--- config.mk ---
export PLATFORM = sky130hd
export DESIGN_NAME = alu_mc
export DESIGN_NICKNAME = d
export VERILOG_FILES = /design/src/rtl/alu_pkg.sv /design/src/rtl/alu_base.sv /design/src/rtl/alu_mc.sv
export SDC_FILE = /design/constraint.sdc
export NUM_CORES = 2
export LEC_CHECK = 0
export CAP_MARGIN = 10
export CORE_ASPECT_RATIO = 1.75
export CORE_UTILIZATION = 30
export CTS_BUF_LIST = sky130_fd_sc_hd__clkbuf_16
export CTS_CLUSTER_SIZE = 20
export DETAILED_ROUTE_END_ITERATION = 7
export PLACE_DENSITY = 0.52
export RECOVER_POWER = 100
export SLEW_MARGIN = 20
export SYNTH_ARGS = -nofsm -noshare
export SYNTH_HDL_FRONTEND = slang
export SYNTH_HIERARCHICAL = 1
export SYNTH_SLANG_ARGS = --single-unit
--- constraint.sdc ---
create_clock -name clk_i -period 5.2 [get_ports clk_i]
set_clock_uncertainty 0.2 [all_clocks]
set_input_delay 0.78 -clock clk_i [delete_from_list [all_inputs] [get_ports clk_i]]
set_output_delay 0.78 -clock clk_i [all_outputs]
set_load 0.005 [all_outputs]
--- src/rtl/alu_pkg.sv ---
`default_nettype none
// +----------------------------------------------------------------------+
// | alu_pkg : op codes, FSM states and op-class helper for alu_mc        |
// | rev 1.0                                                              |
// +----------------------------------------------------------------------+
package alu_pkg;

   localparam logic [4:0] ALU_ADD    = 5'd0;
   localparam logic [4:0] ALU_SLL    = 5'd1;
   localparam logic [4:0] ALU_SRA    = 5'd2;
   localparam logic [4:0] ALU_SUB    = 5'd3;
   localparam logic [4:0] ALU_XOR    = 5'd4;
   localparam logic [4:0] ALU_LINK   = 5'd5;
   localparam logic [4:0] ALU_PASS   = 5'd6;
   localparam logic [4:0] ALU_BGE    = 5'd7;
   localparam logic [4:0] ALU_BNE    = 5'd8;
   localparam logic [4:0] ALU_OR     = 5'd9;
   localparam logic [4:0] ALU_AND    = 5'd10;
   localparam logic [4:0] ALU_SRL    = 5'd11;
   localparam logic [4:0] ALU_SLT    = 5'd12;
   localparam logic [4:0] ALU_SLTU   = 5'd13;
   localparam logic [4:0] ALU_BEQ    = 5'd14;
   localparam logic [4:0] ALU_BLT    = 5'd15;
   localparam logic [4:0] ALU_BLTU   = 5'd16;
   localparam logic [4:0] ALU_BGEU   = 5'd17;
   localparam logic [4:0] ALU_MUL    = 5'd18;
   localparam logic [4:0] ALU_MULH   = 5'd19;
   localparam logic [4:0] ALU_MULHSU = 5'd20;
   localparam logic [4:0] ALU_MULHU  = 5'd21;
   localparam logic [4:0] ALU_DIV    = 5'd22;
   localparam logic [4:0] ALU_DIVU   = 5'd23;
   localparam logic [4:0] ALU_REM    = 5'd24;
   localparam logic [4:0] ALU_REMU   = 5'd25;

   typedef enum logic [2:0] {
      IDLE = 3'd0,
      PREP = 3'd1,
      CALC = 3'd2,
      FIX  = 3'd3,
      DONE = 3'd4
   } state_t;

   function automatic logic is_md_op(input logic [4:0] op);
      return (op >= ALU_MUL) && (op <= ALU_REMU);
   endfunction

endpackage
`default_nettype wire

--- src/rtl/alu_base.sv ---
`default_nettype none
// +----------------------------------------------------------------------+
// | alu_base : single-cycle combinational datapath for base ops 0-17     |
// | rev 1.0                                                              |
// +----------------------------------------------------------------------+
module alu_base
   import alu_pkg::*;
#(
   parameter int XLEN = 32
) (
   input  logic [XLEN-1:0] a,
   input  logic [XLEN-1:0] b,
   input  logic [4:0]      op,
   output logic [XLEN-1:0] res,
   output logic            zero
);

   localparam int SH_W = $clog2(XLEN);

   logic [SH_W-1:0] shamt;
   logic            lt_s;
   logic            lt_u;
   logic            eq;

   assign shamt = b[SH_W-1:0];
   assign lt_s  = $signed(a) < $signed(b);
   assign lt_u  = a < b;
   assign eq    = a == b;

   // Branch ops only drive the taken flag; their data result stays 0.
   always_comb begin
      res  = '0;
      zero = 1'b0;
      case (op)
         ALU_ADD:  res = a + b;
         ALU_SLL:  res = a << shamt;
         ALU_SRA:  res = $unsigned($signed(a) >>> shamt);
         ALU_SUB:  res = a - b;
         ALU_XOR:  res = a ^ b;
         ALU_LINK: begin
            res  = a + XLEN'(4);
            zero = 1'b1;
         end
         ALU_PASS: res = b;
         ALU_BGE:  zero = ~lt_s;
         ALU_BNE:  zero = ~eq;
         ALU_OR:   res = a | b;
         ALU_AND:  res = a & b;
         ALU_SRL:  res = a >> shamt;
         ALU_SLT:  res = {{(XLEN-1){1'b0}}, lt_s};
         ALU_SLTU: res = {{(XLEN-1){1'b0}}, lt_u};
         ALU_BEQ:  zero = eq;
         ALU_BLT:  zero = lt_s;
         ALU_BLTU: zero = lt_u;
         ALU_BGEU: zero = ~lt_u;
         default:  ;
      endcase
   end

endmodule
`default_nettype wire

--- src/rtl/alu_mc.sv ---
`default_nettype none
// +----------------------------------------------------------------------+
// | alu_mc : multi-cycle ALU, base ops in 1 cycle, iterative RV32M ops   |
// | rev 1.0                                                              |
// +----------------------------------------------------------------------+
module alu_mc
   import alu_pkg::*;
#(
   parameter int XLEN  = 32,
   parameter int OP_W  = 5,
   parameter int CNT_W = $clog2(XLEN) + 1
) (
   input  logic            clk_i,
   input  logic            rst_n_i,
   input  logic            valid_i,
   output logic            ready_o,
   input  logic [XLEN-1:0] op1_i,
   input  logic [XLEN-1:0] op2_i,
   input  logic [OP_W-1:0] alu_ctrl_i,
   input  logic            kill_i,
   output logic            valid_o,
   input  logic            ready_i,
   output logic [XLEN-1:0] data_o,
   output logic            zero_o,
   output logic            busy_o
);

   localparam logic [XLEN-1:0] MIN_INT = {1'b1, {(XLEN-1){1'b0}}};

   state_t            state, state_nxt;
   logic [XLEN-1:0]   opa, opb, mag_b, acc_hi, acc_lo, data_q;
   logic [OP_W-1:0]   op_q;
   logic [CNT_W-1:0]  cnt;
   logic              neg_res, zero_q, accept;
   logic [XLEN-1:0]   base_res;
   logic              base_zero;

   assign accept = valid_i && (state == IDLE) && !kill_i;

   alu_base #(.XLEN(XLEN)) u_base (
      .a    (op1_i),
      .b    (op2_i),
      .op   (alu_ctrl_i),
      .res  (base_res),
      .zero (base_zero)
   );

   // Operand classification for the latched M op.
   logic is_div, is_rem, a_neg, b_neg, div_zero, ovf, special;
   logic [XLEN-1:0] mag_a, mag_b_in, special_res;

   assign is_div   = (op_q == ALU_DIV) || (op_q == ALU_DIVU) || (op_q == ALU_REM) || (op_q == ALU_REMU);
   assign is_rem   = (op_q == ALU_REM) || (op_q == ALU_REMU);
   assign a_neg    = opa[XLEN-1] && ((op_q == ALU_MULH) || (op_q == ALU_MULHSU) ||
                                     (op_q == ALU_DIV)  || (op_q == ALU_REM));
   assign b_neg    = opb[XLEN-1] && ((op_q == ALU_MULH) || (op_q == ALU_DIV) || (op_q == ALU_REM));
   assign mag_a    = a_neg ? -opa : opa;
   assign mag_b_in = b_neg ? -opb : opb;
   assign div_zero = is_div && (opb == '0);
   assign ovf      = ((op_q == ALU_DIV) || (op_q == ALU_REM)) && (opa == MIN_INT) && (opb == '1);
   assign special  = div_zero || ovf;
   assign special_res = div_zero ? (is_rem ? opa : '1) : (is_rem ? '0 : MIN_INT);

   // One shift-add or restoring-divide step; PREP seeds it with the fresh magnitudes.
   logic [XLEN-1:0] st_hi, st_lo, st_b, nxt_hi, nxt_lo;
   logic [XLEN:0]   mul_sum, div_sh, div_diff;
   logic            div_ge;

   always_comb begin
      st_hi    = (state == PREP) ? '0       : acc_hi;
      st_lo    = (state == PREP) ? mag_a    : acc_lo;
      st_b     = (state == PREP) ? mag_b_in : mag_b;
      mul_sum  = {1'b0, st_hi} + (st_lo[0] ? {1'b0, st_b} : '0);
      div_sh   = {st_hi, st_lo[XLEN-1]};
      div_ge   = div_sh >= {1'b0, st_b};
      div_diff = div_sh - {1'b0, st_b};
      if (is_div) begin
         nxt_hi = div_ge ? div_diff[XLEN-1:0] : div_sh[XLEN-1:0];
         nxt_lo = {st_lo[XLEN-2:0], div_ge};
      end else begin
         nxt_hi = mul_sum[XLEN:1];
         nxt_lo = {mul_sum[0], st_lo[XLEN-1:1]};
      end
   end

   logic [2*XLEN-1:0] prod_s;
   logic [XLEN-1:0]   quo_s, rem_s, fix_res;

   always_comb begin
      prod_s  = neg_res ? -{acc_hi, acc_lo} : {acc_hi, acc_lo};
      quo_s   = neg_res ? -acc_lo : acc_lo;
      rem_s   = neg_res ? -acc_hi : acc_hi;
      fix_res = '0;
      case (op_q)
         ALU_MUL:                        fix_res = prod_s[XLEN-1:0];
         ALU_MULH, ALU_MULHSU, ALU_MULHU: fix_res = prod_s[2*XLEN-1:XLEN];
         ALU_DIV, ALU_DIVU:              fix_res = quo_s;
         ALU_REM, ALU_REMU:              fix_res = rem_s;
         default:                        ;
      endcase
   end

   always_ff @(posedge clk_i or negedge rst_n_i) begin
      if (!rst_n_i) state <= IDLE;
      else          state <= state_nxt;
   end

   always_comb begin
      state_nxt = state;
      case (state)
         IDLE: if (accept) state_nxt = is_md_op(alu_ctrl_i) ? PREP : DONE;
         PREP: state_nxt = special ? DONE : CALC;
         CALC: if (cnt == '0) state_nxt = FIX;
         FIX:  state_nxt = DONE;
         DONE: if (ready_i) state_nxt = IDLE;
         default: state_nxt = IDLE;
      endcase
      if (kill_i && (state != IDLE)) state_nxt = IDLE;
   end

   always_ff @(posedge clk_i or negedge rst_n_i) begin
      if (!rst_n_i) begin
         opa     <= '0;
         opb     <= '0;
         op_q    <= '0;
         mag_b   <= '0;
         acc_hi  <= '0;
         acc_lo  <= '0;
         cnt     <= '0;
         neg_res <= 1'b0;
         data_q  <= '0;
         zero_q  <= 1'b0;
      end else begin
         case (state)
            IDLE: if (accept) begin
               opa    <= op1_i;
               opb    <= op2_i;
               op_q   <= alu_ctrl_i;
               cnt    <= CNT_W'(XLEN-1);
               data_q <= is_md_op(alu_ctrl_i) ? '0 : base_res;
               zero_q <= is_md_op(alu_ctrl_i) ? 1'b0 : base_zero;
            end
            PREP: begin
               acc_hi  <= nxt_hi;
               acc_lo  <= nxt_lo;
               mag_b   <= mag_b_in;
               neg_res <= is_rem ? a_neg : (a_neg ^ b_neg);
               cnt     <= cnt - 1'b1;
               if (special) data_q <= special_res;
            end
            CALC: begin
               acc_hi <= nxt_hi;
               acc_lo <= nxt_lo;
               if (cnt != '0) cnt <= cnt - 1'b1;
            end
            FIX:  data_q <= fix_res;
            DONE: if (ready_i) begin
               data_q <= '0;
               zero_q <= 1'b0;
            end
            default: ;
         endcase
         if (kill_i && (state != IDLE)) begin
            data_q <= '0;
            zero_q <= 1'b0;
         end
      end
   end

   assign ready_o = (state == IDLE);
   assign busy_o  = (state != IDLE);
   assign valid_o = (state == DONE);
   assign data_o  = data_q;
   assign zero_o  = zero_q;

endmodule
`default_nettype wire

## After elaboration in Yosys (flattened, before gate mapping)

Cells that the tools add are included.

- Shift-type cells: 3
- Bitwise operators: 7
- Reduce and logical (&&, ||, !) cells: 39
- Order comparisons: 5
- Multiplexer cells: 40
- Add/subtract/negate cells: 11
- Equal/unequal tests: 38

Operators with widths:

| cell | count |
|---|---|
| $mux W32 | 19 |
| $pmux W32 S12 | 1 |
| $pmux W32 S4 | 2 |
| $neg A32 Y32 | 4 |
| $eq A32 B32 Y1 const B | 2 |
| $lt A32 B32 Y1 | 2 |
| $mux W64 | 1 |
| $neg A64 Y64 | 1 |
| $sub A32 B32 Y32 | 2 |
| $eq A5 B5 Y1 const B | 10 |
| $eq A5 B4 Y1 const B | 8 |
| $add A32 B32 Y33 | 1 |
| $ge A33 B32 Y1 | 1 |
| $add A32 B3 Y32 const B | 1 |
| $add A32 B32 Y32 | 1 |
| $and A32 B32 Y32 | 1 |
| $eq A32 B32 Y1 | 1 |
| $logic_not A32 Y1 | 1 |
| $or A32 B32 Y32 | 1 |
| $shl A32 B5 Y32 | 1 |
| $shr A32 B5 Y32 | 1 |
| $sshr A32 B5 Y32 | 1 |
| $xor A32 B32 Y32 | 1 |
| $eq A5 B3 Y1 const B | 4 |
| 36 further kinds | 75 |

- Logic and storage cells: 154
- Register bits: 208
- Output and inout bits: 36
- Input bits: 74

## Longest topological paths before layout

- Depth after elaboration: 10
- Mapped depth: 24
- Gate-level depth less buffers: 23

## Cells and area by module

Netlist, hierarchy kept.

By module, submodules not included:

| module | area each (um2) | sequential area each (um2) | instances | cells each |
|---|---|---|---|---|
| alu_mc | 17,304.1 | 5,205.0 | 1 | 2,336 |
| alu_base | 9,874.5 | 0.0 | 1 | 1,473 |

## Worst setup path after synthesis

Ideal clock, no wire load.

- Path kind: register to register
- Start point: register opb[1]
- End point: register acc_hi[28]
- Buffers on the path: 1
- Setup time: 0.073 ns
- Path slack: -0.363 ns
- Stages on the path, launching flop included: 23
- Arrival: 5.290 ns
- Period minus slack after synthesis: 5.563 ns
- Required time: 4.927 ns
- Path through: dfrtp_1 -> inv_1 -> ha_1 -> or3b_1 -> or3_1 -> nor3_1 -> nand2_1 -> o41ai_1 -> xor2_1 -> nor2_1 -> a21oi_1 -> ha_1 -> and3_1 -> nand2_1 -> nor4_1 -> o211ai_1 -> or4_1 -> nor3b_1 -> and2_4 -> buf_6 -> or4_1 -> a31oi_1 -> a21boi_2

- Word-level cells in the longest chain between the ends: 6
- Elaborated cells between the ends (all ways): 9
- Classes of those cells: add/sub: 3; order compare: 1; mux: 5

RTL lines:

| element | RTL line | source |
|---|---|---|
| start, declared | alu_mc.sv:31 | `logic [XLEN-1:0] opa, opb, mag_b, acc_hi, acc_lo, data_q;` |
| start signal, assigned | alu_mc.sv:137 | `opb <= op2_i;` |
| $neg A32 Y32 | alu_mc.sv:58 | `assign mag_b_in = b_neg ? -opb : opb;` |
| $mux W32 (*) | alu_mc.sv:58 |  |
| $mux W32 (*) | alu_mc.sv:72 | `st_b = (state == PREP) ? mag_b_in : mag_b;` |
| $mux W32 (tied with other cells) | alu_mc.sv:73 | `mul_sum = {1'b0, st_hi} + (st_lo[0] ? {1'b0, st_b} : '0);` |
| $add A32 B32 Y33 or $mux W32 (tied branches) | alu_mc.sv:73, alu_mc.sv:78 |  |
| $mux W32 (*) | alu_mc.sv:77 | `if (is_div) begin` |
| end signal, assigned | alu_mc.sv:144 | `acc_hi <= nxt_hi;` |
| end signal, assigned | alu_mc.sv:152 | `acc_hi <= nxt_hi;` |
| end, declared | alu_mc.sv:31 |  |

Mark *: on every way between the ends. The rest lies on a longest branch, timed or not.
A chain may end at the register's enable or synchronous reset.

## Final worst setup path

- Start point: register opa[0]
- End point: register acc_hi[30]

- Word-level cells in the longest chain between the ends: 6
- Elaborated cells between the ends (all ways): 9
- Classes of those cells: add/sub: 3; order compare: 1; mux: 5

RTL lines:

| element | RTL line | source |
|---|---|---|
| start, declared | alu_mc.sv:31 |  |
| start signal, assigned | alu_mc.sv:136 | `opa <= op1_i;` |
| $neg A32 Y32 | alu_mc.sv:57 | `assign mag_a = a_neg ? -opa : opa;` |
| $mux W32 (*) | alu_mc.sv:57 |  |
| $mux W32 (*) | alu_mc.sv:71 | `st_lo = (state == PREP) ? mag_a : acc_lo;` |
| $mux W32 (tied with other cells) | alu_mc.sv:73 |  |
| $add A32 B32 Y33 or $mux W32 (tied branches) | alu_mc.sv:73, alu_mc.sv:78 |  |
| $mux W32 (*) | alu_mc.sv:77 |  |

Marked as above.

==> metrics.md <==
| Metric | Value |
|---|---|
| Status | complete, but fails checks |
| Failing checks | capacitance limit, slew limit, setup timing |
| P_int | approximately 7.5 mW |
| CTS tree | yes |
| Startpoint Class | flop |
| WL/cell | about 31 um |
| P per Cell Area | 426 mW/mm2 |
| Final Worst Setup Slack | -0.0344 ns |
| Synth top area share | a little under a fifth |
| Antenna viol nets, final | 0 |
| Via density | ~6.0 |
| Synth Cell Area | around 0.027 mm2 |
| Grt ovf | 0 |
| Clk slew on worst S/H paths | around 0.08 ns |
| Syn_nets | a little over 4000 |
| Tcrit/Tclk final | 101% |
| Ys async rst share | 100% |
| Setup-failing EPs final | 2 |
| Max clock buf depth | 3 |
| Switching share of power | 50.6% |
| YS warnings | 6 |
| Distinct cells, synth | 106 |
| DR pass1 iterations | 6 |
| RR Endpoint | acc_hi[30] |
| R2R Path Start | opa[0] |
| Vias in the first global route | roughly 33000 |
| P_leak | between 15 and 20 nW |
| Die area | 0.0918 mm2 |
| Detailed-route DRC error count | 0 |
| First-pass GRT wire length | 240 mm |
| Initial antenna violation count | 9 |
| Non-Filler Instances | about 5600 |
| Predominant post-synthesis flop cell | dfrtp_1 |
| DP Worst Slack | -0.374 ns |
| IO Port Bufs | approximately 110 |
| GR Util All Layers | a little over a third |
| Syn avg cell area | ~7.1 um2 |
| Gpl congestion | approximately 1.1 |
| Die height | 400 um |
| Crit Path Category | flop to flop |
| Comb pwr share | a little over two thirds |
| Worst Hold Path EP | mag_b[7] |
| RSZ-0062 raised after global routing | yes |
| Util after Layout | 39.9% |
| Post-synthesis sequential area ratio | between 10% and 20% |
| Power share of the clock group | a little over a tenth |
| Area Overhead vs Synth | 31.2% |
| Via count | 33300 |
| Dominant cells by area after synthesis | dfrtp_1 19%, ha_1 7.9%, nand2_1 7.7% |
| Yosys reg bits | roughly 210 |
| Max rail drop VDD | approximately 0.23 mV |
| Share of cells above drive strength 1 | between 20% and 30% |
| Fmax | between 0.15 and 0.2 GHz |
| Seq pwr share | roughly a fifth |
| Ports | 110 |
| Cell Area, Placed | 0.0343 mm2 |
| Worst R2R Setup Slack | -0.03 ns |
| Fillers | between 9000 and 10000 |
| Row cnt | 145 |
| Core box area | slightly below 0.09 mm2 |
| Final HPWL DP | between 100 and 150 mm |
| Worst EP arrival | between 5 and 6 ns |
| CTS Root Cell | clkbuf_16 |
| Slew @ Worst Pin | 3.66 ns |
| Inst Count DP | 5523 |
| Starting Density | 30.4% |
| CTS H-tree lvls | 1 |
| Synthesized instance count | 3809 |
| CTS Buf Count | 21 |
| WL final | approximately 170 mm |
| Pins over their slew limit | 98 |
| Final instance area | around 0.036 mm2 |
| EDFF count, synth | 0 |
| Die width | 230 um |
| Dominant cell type by area after synthesis | dfrtp_1 |
| Iteration-0 DRC Markers | between 2000 and 3000 |
| Hold Vio Cnt, Final | 0 |
| Period minus WS final | ~5.2 ns |
| Largest net degree at the start of global routing | 92 |
| Setup TNS | -0.0353 ns |
| Hold Crit Class | flop to flop |
| Reg2Reg Depth | 23 |
| Critical Path RT | between 5 and 6 ns |
| Sw Pwr | 7.69 mW |
| Relative slew slack | -144% |
| MaxCap Viol Count | 2 |
| Hold Path Origin | mag_b[7] |
| CP Max Fanout | 4 |
| Final net count | approximately 4600 |
| Clk sink count | 208 |
| Setup crit end kind | flop |
| Hold Crit Depth | 2 |
| Clk_lat worst skew | 0.56 ns |
[cell usage in the layout (no fill, tap or decap), drive strengths merged, types with 16 or more instances in the layout]
master	instances
mux4	40
clkdlybuf4s50	69
buf	717
nand4	38
a21o	37
xnor2	105
inv	176
nand3	72
ha	172
nand2b	35
nor2	421
or2	18
o22ai	34
nand2	558
or4	24
o21ai	297
o21bai	23
or3	46
a211oi	37
dlygate4sd3	36
o41ai	20
o21a	16
mux2	19
nor4	35
o211ai	55
nor3	91
a22oi	30
xor2	90
clkbuf	34
nor2b	30
mux2i	56
dfrtp	208
a221oi	47
and2	45
a31oi	60
a21oi	288
o31ai	54
a22o	27
o221ai	31
[what timing repair did]
item / 4_1_cts / 5_1_grt
pin swaps: 12 / 31
endpoints found under the hold margin: 9 / 0
setup buffers: 5 / 14
hold buffers: 1 / 0
cloned: 0 / 2
resized for setup: 44 / 87
endpoints found under the setup margin: 29 / 33
[kinds of logic (layout without fill, tap and decap cells)]
group,Yosys count,count (layout),synth area share [%]
buffers and inverters,450,1047,6.50
other,0,4,0
adders and majority gates,177,177,8.25
and+or+nand+nor,1467,1467,24.7
xor gates and xnor gates,195,195,6.28
AOI/OAI and AO/OA,1197,1197,29.0
muxes,115,115,6.19
DFF,208,208,19.2
[through the flow]
| step | hold WS, ns | total power, mW |
|---|---|---|
| after floorplan | 0.254 | 8.17 |
| after global placement | 0.252 | 12.6 |
| after detailed placement | 0.261 | 12.6 |
| after CTS | 0.276 | 14.4 |
| after global routing | 0.296 | 16.1 |
| final | 0.274 | 15.2 |
[critical path, cell delays in order (launching register included)]
cell	delay [ns]
dfrtp_1	0.39
or4_4	0.55
nand2b_4	0.17
nand2b_1	0.17
nand2b_1	0.17
or3_4	0.45
nor2_1	0.13
o211a_1	0.15
a21oi_1	0.09
ha_2	0.22
inv_1	0.06
fa_1	0.18
nand2_1	0.10
a21oi_2	0.18
nor2_1	0.09
o31ai_2	0.22
o22a_1	0.25
o21ai_2	0.10
o211ai_1	0.20
buf_4	0.16
and2_1	0.12
o311a_1	0.17
mux2_2	0.35
a221oi_2	0.26
[power groups by stage]
| stage | logic (mW) | clock network [mW] | registers (mW) |
|---|---|---|---|
| 2_1_floorplan | 5.64 | 0 | 2.53 |
| 4_1_cts | 9.93 | 1.64 | 2.86 |
| 3_5_place_dp | 9.71 | 0 | 2.88 |
| 3_3_place_gp | 9.74 | 0 | 2.88 |
| 6_report | 10.7 | 1.61 | 2.89 |
| 5_1_grt | 11.4 | 1.69 | 2.93 |
[layer usage]
layer  track usage (%)  vias to the layer above  wire, um
met4              40.0                        8     22900
li1                  -                    15000         -
met1              34.9                    16100     56000
met5                 0                        -        60
met2              63.9                     1505     82500
met3              5.85                      639      9230
[state kept, by name (all words and copies together), names as in the netlist]
signal   count
acc_hi      32
acc_lo      32
cnt          6
data_o      32
mag_b       32
neg_res      1
op_q         5
opa         32
opb         32
state        3
zero_o       1
[Yosys cell counts, types with 20 or more instances]
cell,instances
a211oi_1,35
a21o_1,37
a21oi_1,286
a221oi_1,46
a22o_1,27
a22oi_1,30
a31oi_1,60
and2_1,42
buf_1,20
buf_2,31
clkbuf_1,220
dfrtp_1,208
ha_1,172
inv_1,169
mux2i_1,56
mux4_2,38
nand2_1,558
nand2b_1,35
nand3_1,72
nand4_1,38
nor2_1,421
nor2b_1,30
nor3_1,88
nor4_1,34
o211ai_1,55
o21ai_0,284
o21bai_1,23
o221ai_1,31
o22ai_1,34
o31ai_1,53
or3_1,45
or4_1,22
xnor2_1,105
xor2_1,90
[worst max path at each step]
stage,end,startpoint,cells past startpoint
6_report,acc_hi[30],opa[0],23
5_1_grt,acc_hi[30],opb[1],22
4_1_cts,acc_hi[1],opb[1],24
3_5_place_dp,data_o[0],op1_i[0],21
3_3_place_gp,data_o[0],op1_i[0],21
2_1_floorplan,acc_hi[28],state[1],22
[area by class of cell]
type	instances	area [um2]	share of cell area, %
diodes	4	10.0	0.0281
clock buffers	21	526	1.47
clock inverters	16	148	0.414
inverters	174	653	1.83
multi-input cells	3151	20800	58.2
flip-flops and latches	208	5210	14.6
well taps	1176	1470	4.13
repair buffers	836	6900	19.3
Power figures use the tool's default switching activity.
